==> src/rtl/vgachargen_pkg.sv <==
// Shared constants, region and state encodings, and 32-bit slice helpers for
// the 128-bit glyph rows used by the text-mode memory sequencer.
package vgachargen_pkg;

  localparam int COLS         = 80;
  localparam int ROWS         = 30;
  localparam int GLYPH_CNT    = 128;
  localparam int ADDR_W       = 14;
  localparam int CH_MAP_DEPTH = COLS * ROWS;
  localparam int MAP_AW       = $clog2(CH_MAP_DEPTH);
  localparam int GLYPH_AW     = $clog2(GLYPH_CNT);

  typedef enum logic [1:0] {
    REGION_CH_MAP  = 2'd0,
    REGION_COL_MAP = 2'd1,
    REGION_GLYPH   = 2'd2,
    REGION_CTRL    = 2'd3
  } region_e;

  typedef logic [2:0] state_e;
  localparam state_e STATE_IDLE   = 3'd0;
  localparam state_e STATE_RD     = 3'd1;
  localparam state_e STATE_RMW_RD = 3'd2;
  localparam state_e STATE_RMW_WR = 3'd3;
  localparam state_e STATE_FILL   = 3'd4;

  localparam logic [11:0] CTRL_FILL_OFS   = 12'd0;
  localparam int          CTRL_START_BIT  = 16;
  localparam int          CTRL_COLOUR_LSB = 8;
  localparam int          CTRL_CHAR_LSB   = 0;

  function automatic logic [31:0] get_slice(input logic [127:0] row, input logic [1:0] slice);
    return row[{slice, 5'b00000} +: 32];
  endfunction

  // Slice 0 is row bits [31:0]; every other bit of the row is preserved.
  function automatic logic [127:0] merge_slice(input logic [127:0] row, input logic [1:0] slice,
                                               input logic [31:0] word);
    logic [127:0] res;
    res = row;
    res[{slice, 5'b00000} +: 32] = word;
    return res;
  endfunction

endpackage

==> src/rtl/vgachargen_mem_ctrl.sv <==
// Bus access sequencer for the char map, colour map and writable glyph table:
// single-word map accesses, glyph-row read-modify-write and a full-screen fill engine.
module vgachargen_mem_ctrl
  import vgachargen_pkg::*;
(
  input  logic                clk_i,
  input  logic                arstn_i,
  input  logic                req_i,
  output logic                ready_o,
  input  logic                we_i,
  input  logic [ADDR_W-1:0]   addr_i,
  input  logic [31:0]         wdata_i,
  output logic                rsp_valid_o,
  output logic [31:0]         rdata_o,
  output logic                rsp_err_o,
  output logic [MAP_AW-1:0]   ch_map_addr_o,
  output logic [7:0]          ch_map_data_o,
  output logic                ch_map_wen_o,
  input  logic [7:0]          ch_map_data_i,
  output logic [MAP_AW-1:0]   col_map_addr_o,
  output logic [7:0]          col_map_data_o,
  output logic                col_map_wen_o,
  input  logic [7:0]          col_map_data_i,
  output logic [GLYPH_AW-1:0] ch_t_rw_addr_o,
  output logic [127:0]        ch_t_rw_data_o,
  output logic                ch_t_rw_wen_o,
  input  logic [127:0]        ch_t_rw_data_i,
  output logic                fill_busy_o
);

  localparam logic [MAP_AW-1:0] MAP_ONE  = MAP_AW'(1);
  localparam logic [MAP_AW-1:0] MAP_LAST = MAP_AW'(CH_MAP_DEPTH - 1);

  state_e              state_r;
  logic                ready_r, rsp_valid_r, rsp_err_r, rd_sel_r;
  logic [31:0]         rdata_r, wdata_r;
  region_e             region_r;
  logic [1:0]          slice_r;
  logic [MAP_AW-1:0]   ch_addr_r, col_addr_r, fill_idx_r;
  logic [7:0]          ch_data_r, col_data_r;
  logic                ch_wen_r, col_wen_r, glyph_wen_r, fill_busy_r;
  logic [GLYPH_AW-1:0] glyph_addr_r;

  region_e             region_s;
  logic [11:0]         offset_s;
  logic                ofs_ok_s, accept_s;
  logic [MAP_AW-1:0]   fill_nxt_s;
  logic [31:0]         rdata_s;
  logic [127:0]        glyph_wdata_s;

  assign region_s   = region_e'(addr_i[13:12]);
  assign offset_s   = addr_i[11:0];
  assign accept_s   = req_i & ready_r;
  assign fill_nxt_s = fill_idx_r + MAP_ONE;

  // Offset range check for the addressed region.
  always_comb begin
    ofs_ok_s = 1'b0;
    case (region_s)
      REGION_CH_MAP:  ofs_ok_s = (offset_s < 12'(CH_MAP_DEPTH));
      REGION_COL_MAP: ofs_ok_s = (offset_s < 12'(CH_MAP_DEPTH));
      REGION_GLYPH:   ofs_ok_s = (offset_s[11:9] == 3'b000);
      REGION_CTRL:    ofs_ok_s = (offset_s == CTRL_FILL_OFS);
      default:        ofs_ok_s = 1'b0;
    endcase
  end

  // Sequencer: request decode, read/RMW latency states and the fill engine.
  always_ff @(posedge clk_i) begin
    if (!arstn_i) begin
      state_r      <= STATE_IDLE;
      ready_r      <= 1'b1;
      rsp_valid_r  <= 1'b0;
      rsp_err_r    <= 1'b0;
      rdata_r      <= 32'h0000_0000;
      rd_sel_r     <= 1'b0;
      region_r     <= REGION_CH_MAP;
      slice_r      <= 2'b00;
      wdata_r      <= 32'h0000_0000;
      ch_addr_r    <= {MAP_AW{1'b0}};
      ch_data_r    <= 8'h00;
      ch_wen_r     <= 1'b0;
      col_addr_r   <= {MAP_AW{1'b0}};
      col_data_r   <= 8'h00;
      col_wen_r    <= 1'b0;
      glyph_addr_r <= {GLYPH_AW{1'b0}};
      glyph_wen_r  <= 1'b0;
      fill_busy_r  <= 1'b0;
      fill_idx_r   <= {MAP_AW{1'b0}};
    end else begin
      rsp_valid_r <= 1'b0;
      rsp_err_r   <= 1'b0;
      rdata_r     <= 32'h0000_0000;
      rd_sel_r    <= 1'b0;
      ch_wen_r    <= 1'b0;
      col_wen_r   <= 1'b0;
      glyph_wen_r <= 1'b0;
      case (state_r)
        STATE_IDLE: begin
          if (accept_s && !ofs_ok_s) begin
            rsp_valid_r <= 1'b1;
            rsp_err_r   <= 1'b1;
          end else if (accept_s) begin
            region_r <= region_s;
            case (region_s)
              REGION_CH_MAP: begin
                ch_addr_r <= offset_s[MAP_AW-1:0];
                ch_data_r <= wdata_i[7:0];
                if (we_i) begin
                  ch_wen_r    <= 1'b1;
                  rsp_valid_r <= 1'b1;
                end else begin
                  state_r <= STATE_RD;
                  ready_r <= 1'b0;
                end
              end
              REGION_COL_MAP: begin
                col_addr_r <= offset_s[MAP_AW-1:0];
                col_data_r <= wdata_i[7:0];
                if (we_i) begin
                  col_wen_r   <= 1'b1;
                  rsp_valid_r <= 1'b1;
                end else begin
                  state_r <= STATE_RD;
                  ready_r <= 1'b0;
                end
              end
              REGION_GLYPH: begin
                glyph_addr_r <= offset_s[8:2];
                slice_r      <= offset_s[1:0];
                wdata_r      <= wdata_i;
                ready_r      <= 1'b0;
                state_r      <= we_i ? STATE_RMW_RD : STATE_RD;
              end
              REGION_CTRL: begin
                rsp_valid_r <= 1'b1;
                if (!we_i) begin
                  rdata_r <= {31'b0, fill_busy_r};
                end else if (wdata_i[CTRL_START_BIT]) begin
                  state_r     <= STATE_FILL;
                  ready_r     <= 1'b0;
                  fill_busy_r <= 1'b1;
                  fill_idx_r  <= {MAP_AW{1'b0}};
                  ch_addr_r   <= {MAP_AW{1'b0}};
                  col_addr_r  <= {MAP_AW{1'b0}};
                  ch_data_r   <= wdata_i[CTRL_CHAR_LSB +: 8];
                  col_data_r  <= wdata_i[CTRL_COLOUR_LSB +: 8];
                  ch_wen_r    <= 1'b1;
                  col_wen_r   <= 1'b1;
                end
              end
              default: ;
            endcase
          end
        end
        STATE_RD: begin
          rsp_valid_r <= 1'b1;
          rd_sel_r    <= 1'b1;
          state_r     <= STATE_IDLE;
          ready_r     <= 1'b1;
        end
        STATE_RMW_RD: begin
          glyph_wen_r <= 1'b1;
          rsp_valid_r <= 1'b1;
          state_r     <= STATE_RMW_WR;
        end
        STATE_RMW_WR: begin
          state_r <= STATE_IDLE;
          ready_r <= 1'b1;
        end
        STATE_FILL: begin
          // The index stops at the last cell; leaving FILL is the only way out.
          if (fill_idx_r == MAP_LAST) begin
            state_r     <= STATE_IDLE;
            ready_r     <= 1'b1;
            fill_busy_r <= 1'b0;
          end else begin
            fill_idx_r <= fill_nxt_s;
            ch_addr_r  <= fill_nxt_s;
            col_addr_r <= fill_nxt_s;
            ch_wen_r   <= 1'b1;
            col_wen_r  <= 1'b1;
          end
        end
        default: begin
          state_r     <= STATE_IDLE;
          ready_r     <= 1'b1;
          fill_busy_r <= 1'b0;
        end
      endcase
    end
  end

  // BRAM read data only exists in the response cycle, so it is steered straight out.
  always_comb begin
    rdata_s = rdata_r;
    if (rd_sel_r) begin
      case (region_r)
        REGION_CH_MAP:  rdata_s = {24'h00_0000, ch_map_data_i};
        REGION_COL_MAP: rdata_s = {24'h00_0000, col_map_data_i};
        REGION_GLYPH:   rdata_s = get_slice(ch_t_rw_data_i, slice_r);
        default:        rdata_s = rdata_r;
      endcase
    end else begin
      rdata_s = rdata_r;
    end
  end

  // Merged glyph row for the RMW write cycle.
  always_comb begin
    if (glyph_wen_r) begin
      glyph_wdata_s = merge_slice(ch_t_rw_data_i, slice_r, wdata_r);
    end else begin
      glyph_wdata_s = 128'h0;
    end
  end

  assign ready_o        = ready_r;
  assign rsp_valid_o    = rsp_valid_r;
  assign rsp_err_o      = rsp_err_r;
  assign rdata_o        = rdata_s;
  assign ch_map_addr_o  = ch_addr_r;
  assign ch_map_data_o  = ch_data_r;
  assign ch_map_wen_o   = ch_wen_r;
  assign col_map_addr_o = col_addr_r;
  assign col_map_data_o = col_data_r;
  assign col_map_wen_o  = col_wen_r;
  assign ch_t_rw_addr_o = glyph_addr_r;
  assign ch_t_rw_data_o = glyph_wdata_s;
  assign ch_t_rw_wen_o  = glyph_wen_r;
  assign fill_busy_o    = fill_busy_r;

endmodule

==> config.mk <==
export PLATFORM = sky130hd
export DESIGN_NAME = vgachargen_mem_ctrl
export DESIGN_NICKNAME = d
export VERILOG_FILES = /design/src/rtl/vgachargen_pkg.sv /design/src/rtl/vgachargen_mem_ctrl.sv
export SDC_FILE = /design/constraint.sdc
export NUM_CORES = 1
export LEC_CHECK = 0
export ABC_CLOCK_PERIOD_IN_PS = 3700
export CAP_MARGIN = 15
export CORE_AREA = 2 2 160 162
export CTS_CLUSTER_SIZE = 16
export DETAILED_ROUTE_END_ITERATION = 8
export DIE_AREA = 0 0 162 164
export PLACE_DENSITY = 0.78
export SKIP_LAST_GASP = 1
export SLEW_MARGIN = 20
export SYNTH_ARGS = -nofsm -noshare
export SYNTH_HDL_FRONTEND = slang
export SYNTH_SLANG_ARGS = --single-unit
==> constraint.sdc <==
create_clock -name clk_i -period 3.7 [get_ports clk_i]
set_input_delay 0.74 -clock clk_i [delete_from_list [all_inputs] [get_ports clk_i]]
set_output_delay 0.74 -clock clk_i [all_outputs]
set_load 0.02 [all_outputs]
==> results of run 1 <==
-- layer usage --
metal | part of all wire | vias to the layer above | global-route usage
met5 | 0.00032 | - | 0
met4 | 0.032 | 2 | 0.0889
met3 | 0.079 | 71 | 0.0548
met2 | 0.48 | 498 | 0.441
met1 | 0.41 | 4596 | 0.344
li1 | - | 4551 | -
-- area by class of cell --
cell class	count	area share
well taps	330	0.0305
multi-input cells	887	0.456
inverters	21	0.00583
diodes	1	0.000185
clock inverters	7	0.00796
clock buffers	9	0.0167
repair buffers	439	0.324
flip-flops and latches	107	0.159
-- worst max-delay path, cell delays in order (launching register included) --
cell,delay (ns)
dfxtp_2,0.35
inv_1,0.12
ha_1,0.40
nor4b_2,0.32
buf_6,0.29
a21oi_1,0.11
nor2b_1,0.23
clkdlybuf4s50_1,0.65
-- registers in the layout, summed over array words and instances, names as in the netlist, 2 cells and up --
name            cells
ch_map_addr_o      12
col_map_data_o      8
ch_map_data_o       8
state_r             3
wdata_r            32
ch_t_rw_addr_o      7
slice_r             2
fill_idx_r         12
region_r            2
col_map_addr_o     12
-- where the power goes --
part | switching [uW] | internal [uW] | total [uW]
Combinational | 608 | 622 | 1230
Clock | 459 | 607 | 1070
Sequential | 86.7 | 1230 | 1310
Total | 1150 | 2460 | 3610
-- how the worst max path moves through the flow --
stage,cells after the start,end,start
floorplan,8,ch_t_rw_data_o[100],slice_r[1]
global placement,6,rdata_o[0],ch_map_data_i[0]
detailed placement,10,slice_r[1],addr_i[12]
CTS,7,ch_t_rw_data_o[127],slice_r[0]
global route,7,ch_t_rw_data_o[1],slice_r[0]
finish,7,ch_t_rw_data_o[127],slice_r[0]
-- kinds of logic (layout without fill, tap and decap cells) --
group,after synthesis,count (layout),synth area share
other cells,0,1,0
mux,83,83,0.139
simple gates,527,527,0.348
xor+xnor,8,8,0.00794
buf+inv,115,476,0.0626
compound gates,259,259,0.185
flops,107,107,0.243
fa+ha+maj,10,10,0.0142
-- cells in the final DEF (no fill, tap or decap), types with 3 or more instances in the layout --
master	instances
o21a_1	3
dfxtp_1	104
ha_1	10
and3_1	3
o22ai_1	12
buf_12	6
and2_1	10
nor2b_1	282
o21ai_0	13
clkdlybuf4s50_1	403
nand3_2	27
o21ai_2	27
a21o_1	4
clkbuf_16	9
nor3_1	7
o31ai_1	4
o21ai_1	11
nand3_1	22
buf_4	29
a211oi_1	11
mux4_2	32
nand4_1	4
nor3b_1	4
xnor2_1	8
a21oi_1	142
nand3b_1	3
o32ai_1	4
a211o_1	3
nor2_1	26
mux2i_1	51
a31oi_1	3
inv_1	20
nand2_1	115
-- through the flow --
stage                     hold WS, ns  setup slack (ns)  total power (uW)  cell area, um^2  std cells
after floorplan                 0.461             0.578              1990             8830       1109
after global placement          0.438             0.323              2540            13200       1784
after detailed placement        0.448             0.287              2550            13200       1784
after CTS                       0.460             0.102              3620            13500       1800
after global routing            0.480            0.0192              3780            13500       1801
final                           0.458             0.149              3610            13500       1801
==> results.md, run 1 <==
- Outcome: completed
- Worst reg-to-reg setup slack: 1.22 ns
- 1st-pass router iterations: 5
- Drt total wl: 37100 um
- Post-CTS Setup Inserts: 0
- CTS Hold Bufs: 0
- Required time worst endpoint: 2.96 ns
- Clock root buffer: clkbuf_16
- Skew-Pair Late Insertion Delay: 0.34 ns
- Pwr Density: 267 nW/um^2
- Min-Delay Endpoint: ch_t_rw_addr_o[3]
- Period utilisation layout: 0.960
- Ys async rst share: 0
- Top-area cell type share of the netlist area: 0.243
- Filler instances: 2332
- Gr usage total: 0.265
- Min-delay worst type: flip-flop to flip-flop
- Drt via density: 5.40
- Slew Viols, Final: 0
- Storage cell area: 2150 um^2
- Reg2reg start: fill_idx_r[0]
- Max_slew headroom: 0.376
- Largest net degree at the start of global routing: 64
- Layout net count: 1669
- # rows: 58
- Final Wtd Congestion: 0.948
- DR WL/cell: 20.6 um
- Post-cts resize count: 0
- Maxcap violations: 0
- Syn-to-layout area delta: 53.2%
- Vias in the first global route: 9209
- Antenna violations before repair: 2
- Syn_nets: 1313
- Final Skew: 0.00830 ns
- H-tree lvl count: 3
- Final Util: 0.545
- Footprint of the multi-input gates: 6160 um^2
- Worst Tran Pin Value: 0.936 ns
- Die Span Y: 164 um
- Clk buf depth: 2
- Leakage: 0.00467 uW
- Crit Path Class: flip-flop to output port
- Die area: 26600 um^2
- R2r worst-path depth: 6
- Detailed placement HPWL: 28500 um
- Commonest cells in the netlist: 282 x nor2b_1, 142 x a21oi_1, 115 x nand2_1, 107 x dfxtp_1, 65 x clkbuf_1
- I/O Pins: 408
- First-pass GRT wire length: 55300 um
- RSZ-0062 raised after global routing: false
- Count of different cell masters after synthesis: 72
- GRT Residual Overflow: 0
- Syn. warnings: 0
- Ratio of cells with drive above 1 in the final layout: 0.108
- CTS tree: built
- Synthesized area: 8830 um^2
- Worst r2r dst: state_r[1]
- Routed Antenna Nets: 0
- Critical path capture point type: output port
- CP max FO: 21
- Hold path depth: 2
- Time the worst path needs with I/O delays and setup: 3.55 ns
- Clk slew on worst S/H paths: 0.08 ns
- Initial Utilization: 0.356
- Peak VDD IR: 276 uV
- Post-synthesis sequential area ratio: 0.243
- TNS Setup: 0 ns
- Area leader, netlist: dfxtp_1
- PortBufs: 407
- Hold Violations, Final: 0
- Synthesized instance count: 1109
- Top-count cell post-synth: nor2b_1
- CTS sink cnt: 107
- Top post-synthesis cells by area: dfxtp_1 24%, nor2b_1 20%, mux4_2 8.2%
- Flop and latch count out of synthesis: 107
- DRT iter0 DRCs: 871
- Drt drc: 0
- Die width: 162 um
- Mapped Avg Cell Area: 7.96 um^2
- DR vias: 9718
- Critical Path Start Type: flip-flop
- Start point of the worst hold path: ch_t_rw_addr_o[3]
- Total CTS buffers: 9
- Core box area: 24800 um^2
- Post-synth EDFFs: 0
- Final Setup Violations: 0
- Worst EP arrival: 2.81 ns
- FMAX: 0.282 GHz
- Predominant post-synthesis flop cell: dfxtp_1
(Power assumes the default switching activity.)
==> inputs of run 2 (changes only) <==
--- a/config.mk
+++ b/config.mk
@@ -5,9 +5,11 @@
 export SDC_FILE = /design/constraint.sdc
 export NUM_CORES = 1
 export LEC_CHECK = 0
+export ABC_AREA = 0
 export ABC_CLOCK_PERIOD_IN_PS = 3700
 export CAP_MARGIN = 15
 export CORE_AREA = 2 2 160 162
+export CTS_CLUSTER_DIAMETER = 50
 export CTS_CLUSTER_SIZE = 16
 export DETAILED_ROUTE_END_ITERATION = 8
 export DIE_AREA = 0 0 162 164
==> results of run 2 <==
Final layout, timing and power as in run 1 (identical DEF).
